==> config.mk <==
export PLATFORM = sky130hd
export DESIGN_NAME = sme_job_sequencer
export DESIGN_NICKNAME = d
export VERILOG_FILES = /design/src/rtl/sme_pkg.sv /design/src/rtl/sme_pat_queue.sv /design/src/rtl/sme_job_sequencer.sv
export SDC_FILE = /design/constraint.sdc
export NUM_CORES = 1
export LEC_CHECK = 0
export BUFFER_PORTS_ARGS = -buffer_cell sky130_fd_sc_hd__buf_4
export CAP_MARGIN = 20
export CORE_AREA = 5 5 243 245
export DETAILED_ROUTE_END_ITERATION = 12
export DIE_AREA = 0 0 248 250
export PLACE_DENSITY_LB_ADDON = 0.08
export SLEW_MARGIN = 20
export SYNTH_ARGS = -nofsm -noshare
export SYNTH_HDL_FRONTEND = slang
export SYNTH_HIERARCHICAL = 1
export SYNTH_SLANG_ARGS = --single-unit
==> constraint.sdc <==
create_clock -name clk -period 24.2 [get_ports clk]
set_input_delay 2.42 -clock clk [delete_from_list [all_inputs] [get_ports clk]]
set_output_delay 2.42 -clock clk [all_outputs]
set_load 0.02 [all_outputs]
==> src/rtl/sme_pkg.sv <==
// Shared definitions for the string-match engine front end: character constants,
// default geometry, and the dispatch state encoding.
package sme_pkg;
    localparam int CHAR_W     = 8;
    localparam int STR_MAX    = 32;
    localparam int PAT_MAX    = 8;
    localparam int PAT_QDEPTH = 4;

    localparam logic [CHAR_W-1:0] CH_CARET  = 8'h5E;
    localparam logic [CHAR_W-1:0] CH_DOLLAR = 8'h24;
    localparam logic [CHAR_W-1:0] CH_DOT    = 8'h2E;
    localparam logic [CHAR_W-1:0] CH_STAR   = 8'h2A;
    localparam logic [CHAR_W-1:0] CH_SPACE  = 8'h20;

    typedef enum logic [1:0] {
        DS_IDLE,
        DS_START,
        DS_WAIT,
        DS_OUT
    } disp_state_e;
endpackage

==> src/rtl/sme_pat_queue.sv <==
// Pattern slot FIFO: per-slot character RAM plus length/overflow tags.
// Characters are written straight into the tail slot; commit publishes it.
module sme_pat_queue
    import sme_pkg::*;
#(
    parameter int DEPTH = PAT_QDEPTH,
    parameter int PMAX  = PAT_MAX,
    localparam int AW   = $clog2(DEPTH),
    localparam int PIW  = $clog2(PMAX),
    localparam int LW   = $clog2(PMAX) + 1
) (
    input  logic              clk,
    input  logic              reset,
    input  logic              wr_en_i,
    input  logic [PIW-1:0]    wr_idx_i,
    input  logic [CHAR_W-1:0] wr_char_i,
    input  logic              commit_i,
    input  logic [LW-1:0]     commit_len_i,
    input  logic              commit_ovf_i,
    input  logic              pop_i,
    input  logic [PIW-1:0]    rd_addr_i,
    output logic [CHAR_W-1:0] rd_char_o,
    output logic [LW-1:0]     head_len_o,
    output logic              head_ovf_o,
    output logic              full_o,
    output logic              empty_o
);
    logic [CHAR_W-1:0] mem_q [DEPTH][PMAX];
    logic [LW-1:0]     len_q [DEPTH];
    logic              ovf_q [DEPTH];
    logic [AW:0]       head_q, tail_q;

    // Extra pointer bit distinguishes full from empty when the indices match.
    assign empty_o    = (head_q == tail_q);
    assign full_o     = (head_q[AW] != tail_q[AW]) && (head_q[AW-1:0] == tail_q[AW-1:0]);
    assign rd_char_o  = mem_q[head_q[AW-1:0]][rd_addr_i];
    assign head_len_o = len_q[head_q[AW-1:0]];
    assign head_ovf_o = ovf_q[head_q[AW-1:0]];

    always_ff @(posedge clk or posedge reset) begin
        if (reset) begin
            head_q <= '0;
            tail_q <= '0;
            for (int s = 0; s < DEPTH; s++) begin
                len_q[s] <= '0;
                ovf_q[s] <= 1'b0;
                for (int c = 0; c < PMAX; c++) mem_q[s][c] <= '0;
            end
        end else begin
            if (wr_en_i) mem_q[tail_q[AW-1:0]][wr_idx_i] <= wr_char_i;
            if (commit_i) begin
                len_q[tail_q[AW-1:0]] <= commit_len_i;
                ovf_q[tail_q[AW-1:0]] <= commit_ovf_i;
                tail_q                <= tail_q + 1'b1;
            end
            if (pop_i) head_q <= head_q + 1'b1;
        end
    end
endmodule

==> src/rtl/sme_job_sequencer.sv <==
// Front-end controller for the SME core: buffers the string, queues patterns,
// dispatches them one at a time and re-times the engine result.
module sme_job_sequencer
    import sme_pkg::*;
#(
    parameter int STR_MAX_P    = STR_MAX,
    parameter int PAT_MAX_P    = PAT_MAX,
    parameter int PAT_QDEPTH_P = PAT_QDEPTH
) (
    input  logic              clk,
    input  logic              reset,
    input  logic [CHAR_W-1:0] chardata,
    input  logic              isstring,
    input  logic              ispattern,
    output logic              in_ready,
    output logic              eng_start,
    output logic [5:0]        eng_str_len,
    output logic [3:0]        eng_pat_len,
    input  logic [4:0]        eng_saddr,
    output logic [CHAR_W-1:0] eng_schar,
    input  logic [2:0]        eng_paddr,
    output logic [CHAR_W-1:0] eng_pchar,
    input  logic              eng_done,
    input  logic              eng_match,
    input  logic [4:0]        eng_index,
    output logic              valid,
    output logic              match,
    output logic [4:0]        match_index
);
    logic [CHAR_W-1:0] str_q [STR_MAX_P];
    logic [5:0]        str_len_q, str_idx;
    logic              str_run_q, in_burst_q, povf_q;
    logic [3:0]        pcnt_q;
    logic              str_acc, pat_beat, pat_acc, commit, pwr_en;
    logic [2:0]        pwr_idx;
    logic              q_full, q_empty, head_ovf;
    disp_state_e       state_q;
    logic              eng_start_q, valid_q, match_q;
    logic [4:0]        idx_q;

    always_comb begin
        pat_beat = ispattern & ~isstring;
        in_ready = 1'b1;
        // Hold string beats while any pattern is pending or being committed.
        if (isstring)
            in_ready = q_empty & (state_q == DS_IDLE) & ~in_burst_q;
        else if (pat_beat & ~in_burst_q)
            in_ready = ~q_full;
        str_acc = isstring & in_ready;
        pat_acc = pat_beat & in_ready;
        commit  = in_burst_q & ~pat_acc;
        str_idx = str_run_q ? str_len_q : 6'd0;
        pwr_en  = pat_acc & (~in_burst_q | (pcnt_q < 4'(PAT_MAX_P)));
        pwr_idx = in_burst_q ? pcnt_q[2:0] : 3'd0;
    end

    always_ff @(posedge clk or posedge reset) begin
        if (reset) begin
            str_run_q  <= 1'b0;
            str_len_q  <= '0;
            in_burst_q <= 1'b0;
            pcnt_q     <= '0;
            povf_q     <= 1'b0;
            for (int i = 0; i < STR_MAX_P; i++) str_q[i] <= '0;
        end else begin
            str_run_q  <= str_acc;
            in_burst_q <= pat_acc;
            if (str_acc && (str_idx < 6'(STR_MAX_P))) begin
                str_q[str_idx[4:0]] <= chardata;
                str_len_q           <= str_idx + 6'd1;
            end
            if (pat_acc) begin
                if (!in_burst_q) begin
                    pcnt_q <= 4'd1;
                    povf_q <= 1'b0;
                end else if (pcnt_q < 4'(PAT_MAX_P)) begin
                    pcnt_q <= pcnt_q + 4'd1;
                end else begin
                    povf_q <= 1'b1;
                end
            end
        end
    end

    sme_pat_queue #(.DEPTH(PAT_QDEPTH_P), .PMAX(PAT_MAX_P)) u_queue (
        .clk          (clk),
        .reset        (reset),
        .wr_en_i      (pwr_en),
        .wr_idx_i     (pwr_idx),
        .wr_char_i    (chardata),
        .commit_i     (commit),
        .commit_len_i (pcnt_q),
        .commit_ovf_i (povf_q),
        .pop_i        (state_q == DS_OUT),
        .rd_addr_i    (eng_paddr),
        .rd_char_o    (eng_pchar),
        .head_len_o   (eng_pat_len),
        .head_ovf_o   (head_ovf),
        .full_o       (q_full),
        .empty_o      (q_empty)
    );

    always_ff @(posedge clk or posedge reset) begin
        if (reset) begin
            state_q     <= DS_IDLE;
            eng_start_q <= 1'b0;
            valid_q     <= 1'b0;
            match_q     <= 1'b0;
            idx_q       <= '0;
        end else begin
            eng_start_q <= 1'b0;
            valid_q     <= 1'b0;
            case (state_q)
                DS_IDLE: if (!q_empty) begin
                    if (head_ovf) begin
                        // Overflowed pattern can never match; skip the engine.
                        state_q <= DS_OUT;
                        valid_q <= 1'b1;
                        match_q <= 1'b0;
                        idx_q   <= '0;
                    end else begin
                        state_q     <= DS_START;
                        eng_start_q <= 1'b1;
                    end
                end
                DS_START: state_q <= DS_WAIT;
                DS_WAIT: if (eng_done) begin
                    match_q <= eng_match;
                    idx_q   <= eng_index;
                    valid_q <= 1'b1;
                    state_q <= DS_OUT;
                end
                DS_OUT:  state_q <= DS_IDLE;
                default: state_q <= DS_IDLE;
            endcase
        end
    end

    assign eng_start   = eng_start_q;
    assign valid       = valid_q;
    assign match       = match_q;
    assign match_index = idx_q;
    assign eng_str_len = str_len_q;
    assign eng_schar   = str_q[eng_saddr];
endmodule

### After elaboration in Yosys (flattened, before gate mapping)

Index checks and enable logic that the tools add are counted.

* word-level logic and storage cells: 196
* input bits: 27
* register bits after elaboration: 561
* output and inout bits: 35

* bitwise operators: 19
* eq/ne operators: 11
* muxes and demuxes: 56
* reduce and logical (&&, ||, !) cells: 11
* add/subtract/negate cells: 4
* order comparisons: 11

Operator list (number)
* bitwise mux 256 bit: 2
* two-way mux 64 bit: 3
* binary-select mux 64 bit (select 2 bit): 1
* demux 64 bit (select 2 bit): 1
* two-way mux 8 bit: 6
* binary-select mux 8 bit (select 5 bit): 1
* demux 8 bit (select 5 bit): 1
* binary-select mux 8 bit (select 3 bit): 1
* demux 8 bit (select 3 bit): 1
* two-way mux 4 bit: 5
* bitwise mux 16 bit: 1
* two-way mux 1 bit: 16
* two-way mux 5 bit: 3
* >= comparator 6 bit, second input constant: 2
* inverter 5 -> 6 bit: 2
* case mux 5 bit (2 select lines): 1
* AND 1 bit: 8
* binary-select mux 4 bit (select 2 bit): 1
* demux 4 bit (select 2 bit): 1
* >= comparator 4 bit, second input constant: 2
* inequality test 2 bit, second input constant: 4
* inverter 3 -> 4 bit: 2
* case mux 2 bit (4 select lines): 1
* adder 3 x 1 -> 3 bit, second input constant: 2
* other kinds (29): 44

### Logic depth before layout (Yosys ltp)

Gate-level depths: netlist (run 1).

* depth in word-level cells: 9
* mapped depth: 13
* depth with buffers taken out: 9

### Hierarchy

Netlist (run 1), hierarchy kept.

By module, submodules not included
* sme_job_sequencer: instances 1, cells each 827, sequential area each 6981.7 um^2, area each 12956.2 um^2
* sme_pat_queue: instances 1, cells each 776, sequential area each 7056.8 um^2, area each 12829.8 um^2

### Least setup slack after synthesis (run 1)

OpenSTA, ideal clock, no wires.

* kind: input-to-output
* start point: input eng_saddr[2]
* end point: output eng_schar[0]
* data required time: 21.780 ns
* stages: 5
* path buffers: 2
* slack: 17.608 ns
* data arrival time: 4.172 ns
* cells stage by stage: clkbuf_1 > buf_1 > mux4_2 > mux4_2 > mux2_2

* word-level cells in the longest chain between the ends: 4

Ends and longest elaborated chain
* start: declaration: line sme_job_sequencer.sv:19 `input logic [4:0] eng_saddr,`
* inverter 5 -> 6 bit (implied by the code): line sme_job_sequencer.sv:144 `assign eng_schar = str_q[eng_saddr];`
* binary-select mux 8 bit (select 5 bit): line sme_job_sequencer.sv:144
* two-way mux 8 bit (implied by the code) (2 in a row): line sme_job_sequencer.sv:144
* end: declaration: line sme_job_sequencer.sv:20 `output logic [CHAR_W-1:0] eng_schar,`

No other way between the ends. The select of a mux whose other input is x is not followed.

### Worst setup path after layout (run 1)

* start point: input eng_saddr[1]
* end point: output eng_schar[5]

The elaborated chain is that of the path after synthesis.

==> results of run 1 <==
[Yosys cell counts, drive strengths merged (2+ instances only)]
master / number
a21oi: 5
a31oi: 3
and2: 3
and3: 2
and4: 2
and4b: 4
buf: 41
clkbuf: 82
dfrtp: 561
ha: 13
inv: 21
mux2: 551
mux2i: 8
mux4: 165
nand2: 22
nand2b: 3
nand3: 18
nand3b: 3
nand4: 33
nor2: 24
nor2b: 2
nor3b: 5
nor4bb: 4
o211ai: 2
o21ai: 5
o22a: 3
o2bb2ai: 2
xnor2: 5
xor2: 2
[sequential cells by signal, indices dropped and copies added (netlist names)]
register / count
u_queue/len_q: 16
match_index: 5
u_queue/tail_q: 3
u_queue/mem_q: 256
str_run_q: 1
u_queue/head_q: 3
u_queue/ovf_q: 4
state_q: 2
str_q: 256
eng_str_len: 6
match: 1
in_burst_q: 1
pcnt_q: 4
eng_start: 1
povf_q: 1
valid: 1
[how the worst min path moves through the flow]
| stage | cells after the start | to | from | slack [ns] |
|---|---|---|---|---|
| after global placement | 1 | str_q[199] | str_q[199] | 0.48 |
| after CTS | 1 | u_queue/tail_q[2] | u_queue/tail_q[2] | 0.50 |
| after global routing | 1 | str_q[218] | str_q[218] | 0.51 |
| after floorplan | 1 | u_queue/head_q[2] | u_queue/head_q[2] | 0.46 |
| after detailed placement | 1 | u_queue/tail_q[2] | u_queue/tail_q[2] | 0.49 |
| final | 1 | u_queue/tail_q[2] | u_queue/tail_q[2] | 0.49 |
[kinds of logic (layout without fill, tap and decap cells)]
family / Yosys count / in the layout
adders and majority gates: 13 / 13
xor gates and xnor gates: 7 / 7
and+or+nand+nor: 128 / 128
muxes: 724 / 724
DFF: 561 / 561
buffers and inverters: 144 / 202
AOI/OAI and AO/OA: 26 / 26
[power by group through the flow]
stage	Combinational, uW	Clock (uW)	Sequential, uW
6_report	438	901	1140
5_1_grt	475	965	1160
4_1_cts	444	930	1150
3_5_place_dp	442	0	1160
3_3_place_gp	434	0	1160
2_1_floorplan	355	0	1120
[final cells by class]
cell class | count | area (um2) | share of cell area
inverter | 21 | 93.8 | 0.00327
clock inverter | 12 | 114 | 0.00397
multi-input combinational | 898 | 11100 | 0.388
sequential | 561 | 14000 | 0.490
timing repair buffer | 70 | 538 | 0.0188
clock buffer | 99 | 1820 | 0.0635
tap | 765 | 957 | 0.0334
[routing by layer]
layer  wire length [um]  GRT usage  up-vias
li1                   -          -     6078
met1              28300      0.298     7608
met2              28400      0.307      256
met3               2280     0.0344       76
met4               1170     0.0458        0
met5                  0          0        -
[metrics by stage]
step	area, um2	cells	worst slack, ns	hold WS (ns)
final	28700	2426	16.50	0.490
after global routing	28700	2426	16.30	0.505
after CTS	28700	2426	16.42	0.495
after detailed placement	26700	2315	16.43	0.485
after global placement	26700	2315	16.48	0.482
after floorplan	25800	1603	14.00	0.465
[worst max-delay path, cell delays in order]
cell and delay (ns):
buf_4 0.33, buf_4 0.82, mux4_2 0.61, mux4_2 0.56, mux2_2 0.32, buf_4 0.17
==> impl_metrics.toml, run 1 <==
[synth]
synthAdderAreaFrac = 0.00631
yosys_warnings = 6
yosys.area_share.simple = 0.0275
yosys.area.top_type = "dfrtp_1"
synth_top_family_by_area = "multiplexers"
synth_compound_area_frac = 0.00699
synth.area.top_cells = "dfrtp_1 (54%), mux2_2 (24%), mux4_2 (14%)"
ys_types = 42
syn-cell-area_um2 = 25800
syn-num-nets = 1643
synth_edf_count = 0
synth_top_cell_area_share = 0.544
synth_seq_cells = 561
syn_inst = 1603
yosysSeqAreaShare = 0.544
synthMuxAreaShare = 0.388
synthArstFlopShare = 1.00
avgSynthCellArea_um2 = 16.1
synth_top_flop_cell = "dfrtp_1"
synth-xor-area-share = 0.00238

[pwr]
p_sw_frac = 0.269
clkPwrFrac = 0.363
power_uw = 2480
ir_worst_vdd_mv = 0.0640
power_frac_comb = 0.176
share_seq_of_total_power = 0.461
p_int_uw = 1820
p_sw_uw = 667
cellLeakagePower_uw = 0.0136
power.density_nw_per_um2 = 86.5

[clock_network]
cts_root_buf = "clkbuf_16"
clock_latency_ns = 0.61
clk_pin_slew_ns = 0.05
cts_htree_levels = 2
numCtsBuffers = 61
cts_setup_buffers = 0
clkSinkCount = 561
cts_hold_buf = 0
cts_resized = 0
cts_tree = "yes"
clock_path_buffers = 3

[timing]
finalSetupViolCount = 0
fmax_mhz = 130
tightest_slew_ns = 1.11
rsz0062_at_grt = "no"
hold_violations = 0
final.setup.tns_ns = 0
slew_headroom = 0.247
period_minus_slack_ns = 7.70
timing.final.max_slew_violations = 0
period_share = 0.318
fin_skew_ns = 0.0141

[critical_path]
worstReg2RegStart = "u_queue/head_q[0]"
r2r_slack_ns = 20.58
startpoint_type = "input pin"
critPathLaunch = "eng_saddr[1]"
cp-endpoint = "eng_schar[5]"
r2r_cells = 6
critPathMaxFanout = 47
criticalPathCategory = "in -> out"
crit_path_end_kind = "primary output"
cp.required_ns = 21.78
reg2reg_to = "str_q[41]"
critical_path_arrival_ns = 5.28

[layout]
finalNetCount = 1653
diodes = 0
finish.utilization = 0.504
syn_to_final_growth_pct = 11.3
final_common_cell = "dfrtp_1"
fillers = 4808
drive_gt1_frac = 0.531
final_cell_mix = "dfrtp_1 (559), mux2_2 (551), mux4_2 (165), buf_4 (69), clkbuf_16 (63)"

[floorplan]
die_h_um = 250
rows = 88
core_um2 = 56900
dieArea_um2 = 62000
start_util = 0.453
die_w_um = 248
ios = 62

[routing]
drt-pass1-iter-count = 6
num_vias = 14000
ant_nets = 0
first_iter_violations = 744
post-route-drc-count = 0
wire_per_inst_um = 24.8
via_per_inst = 5.78
drt-total-wl_um = 60200

[flow_run]
maxCapViolCount = 0

[outcome]
outcome = "finished clean"

[global_route]
grt_pass1_vias = 15000
grt_pass1_wl_um = 95100
grt_use_total = 0.199
overflow = 0
antenna_found_initial = 0
grt_max_degree = 171

[worst_hold_path]
hold_class = "reg -> reg"

[place]
globalplace.congestion = 0.776
numPortBuffers = 61
dp_hpwl_um = 36800
No activity file was read; power rests on OpenSTA's default activity.
==> run 2, diff against run 1 <==
Settings changed: ABC_AREA set to 1, CORE_AREA 5 5 243 245 to 5 5 250 252, DIE_AREA 0 0 248 250 to 0 0 255 257.
Clock period 24.2 ns to 7.3 ns, I/O delays scaled along.
==> run 2 against run 1 <==
  * Total power grew to 3.8 times the previous value
  * Worst hold slack worse by 0.25 ns
  * Largest cell class unchanged
  * Synthesized cell count is 120% higher
  * Core utilization is 0.055 points lower
  * Clock power grew to 3.6 times the previous value
  * Cell area is 5.1% higher
  * Count of clock-buffer cells in the layout is 10 lower
  * Via count is 68% higher
  * Highest routed layer unchanged
==> impl_metrics.toml, run 2 <==
[clock_network]
clock_path_buffers = 3
clk_pin_slew_ns = 0.06
cts_tree = "yes"
cts_hold_buf = 0
cts_root_buf = "clkbuf_16"
cts_setup_buffers = 0
numCtsBuffers = 60
clkSinkCount = 561
cts_htree_levels = 2
cts_resized = 0
clock_latency_ns = 0.64

[pwr]
p_sw_frac = 0.339
p_int_uw = 6190
cellLeakagePower_uw = 0.0150
p_sw_uw = 3170
clkPwrFrac = 0.351
power.density_nw_per_um2 = 310
share_seq_of_total_power = 0.412
power_uw = 9360
ir_worst_vdd_mv = 0.223
power_frac_comb = 0.238

[flow_run]
maxCapViolCount = 0

[timing]
timing.final.max_slew_violations = 0
rsz0062_at_grt = "no"
finalSetupViolCount = 0
period_share = 0.640
hold_violations = 0
slew_headroom = 0.299
holdWs_ns = 0.237
period_minus_slack_ns = 4.67
fin_ws_ns = 2.63
tightest_slew_ns = 1.05
final.setup.tns_ns = 0
fmax_mhz = 214
fin_skew_ns = 0.0225

[critical_path]
crit_path_end_kind = "flip-flop"
critPathMaxFanout = 82
r2r_slack_ns = 2.63
cp.required_ns = 7.87
criticalPathCategory = "reg -> reg"
startpoint_type = "flip-flop"
critical_path_arrival_ns = 5.24

[layout]
diodes = 0
reg.largest.list = "str_q: 256 flops, u_queue/mem_q: 256 flops, u_queue/len_q: 16 flops"
fillers = 5817
final_cell_mix = "nand2_1 (1544), dfrtp_1 (559), nand3_1 (503), o21ai_0 (269), nor2_1 (126)"
finalNetCount = 3527
finish.utilization = 0.503
syn_to_final_growth_pct = 10.5
drive_gt1_frac = 0.0763
final_common_cell = "nand2_1"

[floorplan]
dieArea_um2 = 65500
ios = 62
rows = 90
core_um2 = 59900
start_util = 0.456
die_w_um = 255
die_h_um = 257

[synth]
synth_top_flop_cell = "dfrtp_1"
synth.area.top_cells = "dfrtp_1 (51%), nand2_1 (21%), nand3_1 (9.2%)"
yosysSeqAreaShare = 0.514
synth_top_cell_area_share = 0.514
syn-cell-area_um2 = 27300
yosysMostFrequentCell = "nand2_1"
synth_edf_count = 0
syn-num-nets = 3607
synth_common_cells = "nand2_1 (1544), dfrtp_1 (561), nand3_1 (503)"
ys_types = 34
synth_seq_cells = 561
synthArstFlopShare = 1.00
syn_inst = 3567
yosys.area.top_type = "dfrtp_1"
yosys_warnings = 6
avgSynthCellArea_um2 = 7.65

[worst_hold_path]
hold_class = "in -> async"

[global_route]
grt_use_total = 0.243
overflow = 0
grt_pass1_wl_um = 129000
antenna_found_initial = 0
grt_max_degree = 160
grt_pass1_vias = 22800

[routing]
first_iter_violations = 2303
post-route-drc-count = 0
num_vias = 23500
dr_wl_met2_um = 38300
drt-total-wl_um = 81100
ant_nets = 0
drt-met1-wl_um = 35200
wire_per_inst_um = 18.8
routed.top_layer = "met4"
via_per_inst = 5.44
drt-pass1-iter-count = 6
route.met3.wl_um = 4550

[place]
pre_cts_ws_ns = 2.66
numPortBuffers = 61
globalplace.congestion = 0.861
dp_hpwl_um = 48100

[outcome]
outcome = "finished clean"
-- run 2: cell count changes after synthesis, sizes merged, moves of 93 or more --
cell   change
mux4     -165
mux2     -551
a21oi     +93
nor2     +136
nand3    +485
nand2   +1524
o21ai    +326
-- run 2: worst paths after layout --
path / start / end / cells past startpoint
hold reg to reg: str_q[118] / str_q[118] / 2
setup / recovery: u_queue/head_q[0] / str_q[6] / 14
setup reg to reg: u_queue/head_q[0] / str_q[6] / 14
min in group clk: eng_index[2] / match_index[2] / 3
hold / removal: reset / valid / 3
max in group asynchronous: reset / u_queue/mem_q[35] / 4
-- run 2: critical path, cell delays in order (launching register included) --
cell	delay, ns
dfrtp_4	0.95
inv_4	0.53
nand2_1	0.17
nand4_1	0.15
nor2_1	0.19
nand2_1	0.10
o21ai_1	0.15
nand2_2	0.12
nor2_4	0.09
buf_4	0.37
nand2_4	0.63
buf_4	0.61
nor2_4	0.29
nand2_1	0.09
nand2_1	0.08
-- run 2: final cells by class --
class	count	area (um2)	share of cell area
flip-flops and latches	561	14000	0.466
clock inverters	24	337	0.0112
repair buffers	88	738	0.0245
clock buffers	89	1810	0.0601
well taps	782	978	0.0324
multi-input cells	2693	11900	0.395
inverters	83	325	0.0108
-- run 2: metal layers --
metal	global-route usage	vias up
met5	0	-
met3	0.0326	158
met4	0.0866	0
met1	0.336	11300
li1	-	11400
met2	0.396	739
-- run 2: kinds of logic after synthesis --
kind of cell               count (synthesis)  share of synthesized area
and+or+nand+nor                         2238                      0.348
adders and majority gates                 13                    0.00596
DFF                                      561                      0.514
xor gates and xnor gates                   5                    0.00160
AOI/OAI and AO/OA                        437                     0.0806
buffers and inverters                    313                     0.0494
-- run 2: metrics by stage --
step	instances	cell area (um2)
6_report	4320	30200
2_1_floorplan	3567	27300
4_1_cts	4319	30100
3_5_place_dp	4206	28000
5_1_grt	4320	30200
3_3_place_gp	4205	27900
-- run 2: power by group through the flow --
stage	Combinational, uW	Clock, uW	Sequential [uW]
floorplan	1620	0	3790
global placement	2190	0	3890
detailed placement	2230	0	3900
CTS	2240	3360	3850
global route	2490	3470	3910
finish	2220	3280	3850
==> run 3, diff against run 2 <==
Settings changed: ABC_AREA 1 to 0, CORE_AREA 5 5 250 252 to 5 5 243 245, DIE_AREA 0 0 255 257 to 0 0 248 250.
Clock period 7.3 ns to 4.7 ns, I/O delays scaled along.
==> run 3 against run 2 <==
  * Total power increased by 37%
  * Global-route usage decreased by 4.3 points
  * Clock power increased by 42%
  * Largest power group unchanged
  * Critical path depth decreased by 9
  * Cell area decreased by 4.0%
==> impl_metrics.toml, run 3 (synthesis gave the netlist of run 1 again) <==
[outcome]
outcome = "finished clean"

[clock_network]
clkSinkCount = 561
cts_setup_buffers = 0
cts_htree_levels = 2
cts_root_buf = "clkbuf_16"
cts_resized = 0
clock_latency_ns = 0.62
clock_path_buffers = 3
clk_pin_slew_ns = 0.06
numCtsBuffers = 60
cts_hold_buf = 1
cts_tree = "yes"

[layout]
regArea_um2 = 14000
layoutNonFillerInstCount = 2447
drive_gt1_frac = 0.542
finalNetCount = 1672
syn_to_final_growth_pct = 12.3
reg.largest.list = "str_q: 256 flops, u_queue/mem_q: 256 flops, u_queue/len_q: 16 flops"
multi_input_area_um2 = 11100
diodes = 0
final_cell_mix = "dfrtp_1 (559), mux2_2 (551), mux4_2 (165), buf_4 (81), clkbuf_16 (61)"
fillers = 4776
fin_area_um2 = 29000
final_common_cell = "dfrtp_1"

[critical_path]
criticalPathCategory = "reg -> out"
critical_path_arrival_ns = 3.14
crit_path_end_kind = "primary output"
startpoint_type = "flip-flop"
max_stage_delay_ns = 0.58
worst-path-buf-inv = 2
cp.required_ns = 4.23
worst_path_max_delay_cell = "mux4_2"
cp_top_family = "multiplexers"
critPathMaxFanout = 71
crit_top_cell = "mux4_2"
crit_chain = "buf_12, mux4_2, mux4_2, mux2_2, buf_4"

[timing]
hold_violations = 0
tightest_slew_ns = 0.993
rsz0062_at_grt = "no"
timing.final.max_slew_violations = 0
fin_skew_ns = 0.0193
period_minus_slack_ns = 3.61
period_share = 0.769
finalSetupViolCount = 0
final.setup.tns_ns = 0
fmax_mhz = 277
slew_headroom = 0.336
holdWs_ns = 0.0850

[pwr]
clkPwrFrac = 0.364
power.density_nw_per_um2 = 444
share_seq_of_total_power = 0.446
ir_worst_vdd_mv = 0.281
p_int_uw = 9380
cellLeakagePower_uw = 0.0138
power_frac_comb = 0.191
power_uw = 12800
p_sw_frac = 0.270
p_sw_uw = 3460

[floorplan]
core_um2 = 56900
dieArea_um2 = 62000
rows = 88
ios = 62
die_h_um = 250
start_util = 0.453
die_w_um = 248

[global_route]
overflow = 0
grt_pass1_vias = 15200
grt_pass1_wl_um = 95900
grt_max_degree = 139
antenna_found_initial = 0
grt_use_total = 0.200

[routing]
first_iter_violations = 878
post-route-drc-count = 0
ant_nets = 0
num_vias = 14200
via_per_inst = 5.80
wire_per_inst_um = 24.7
drt-total-wl_um = 60500
drt-pass1-iter-count = 4

[place]
numPortBuffers = 61
dp_hpwl_um = 37400
dp_cells = 2334
globalplace.congestion = 0.747
placed_area_um2 = 27000

[flow_run]
maxCapViolCount = 0

[worst_hold_path]
hold_class = "in -> reg"
[run 3: area by class of cell]
class                   instances  share of cell area
flip-flops and latches        561               0.485
clock buffers                  91              0.0621
inverters                      21             0.00298
well taps                     765              0.0331
clock inverters                21             0.00592
repair buffers                 90              0.0269
multi-input cells             898               0.384
[run 3: per-stage QoR]
stage | setup slack [ns] | utilization
finish | 1.09 | 0.509
global route | 0.968 | 0.509
global placement | 1.31 | 0.474
floorplan | 0.495 | -
CTS | 1.01 | 0.509
detailed placement | 1.29 | 0.474
[run 3: power by group through the flow]
stage / logic (uW) / clock network, uW / registers [uW]
2_1_floorplan: 1830 / 0 / 5750
6_report: 2450 / 4670 / 5730
3_3_place_gp: 2450 / 0 / 5790
3_5_place_dp: 2490 / 0 / 5810
4_1_cts: 2500 / 4820 / 5720
5_1_grt: 2660 / 5000 / 5800
[run 3: worst min-delay path, cell delays in order]
cell and delay, ns:
buf_4 0.08, nand2_1 0.04, o21ai_0 0.06
[run 3: per-layer routing]
layer,share of wire,routed length (um),GRT usage,vias up
li1,-,-,-,6118
met4,0.017,1010,0.0395,0
met5,0,0,0,-
met2,0.46,27900,0.302,250
met3,0.041,2490,0.0356,65
met1,0.48,29100,0.308,7753
[run 3: worst paths after layout]
kind / from / to / slack (ns) / cells after the start
hold reg to reg: u_queue/head_q[2] / u_queue/head_q[2] / 0.49 / 1
setup / recovery: u_queue/head_q[1] / eng_pchar[1] / 1.09 / 5
hold / removal: eng_done / valid / 0.08 / 3
min in group asynchronous: reset / u_queue/len_q[2] / 0.51 / 3
setup reg to reg: u_queue/head_q[1] / u_queue/mem_q[195] / 1.57 / 9
max in group asynchronous: reset / str_q[185] / 2.85 / 4
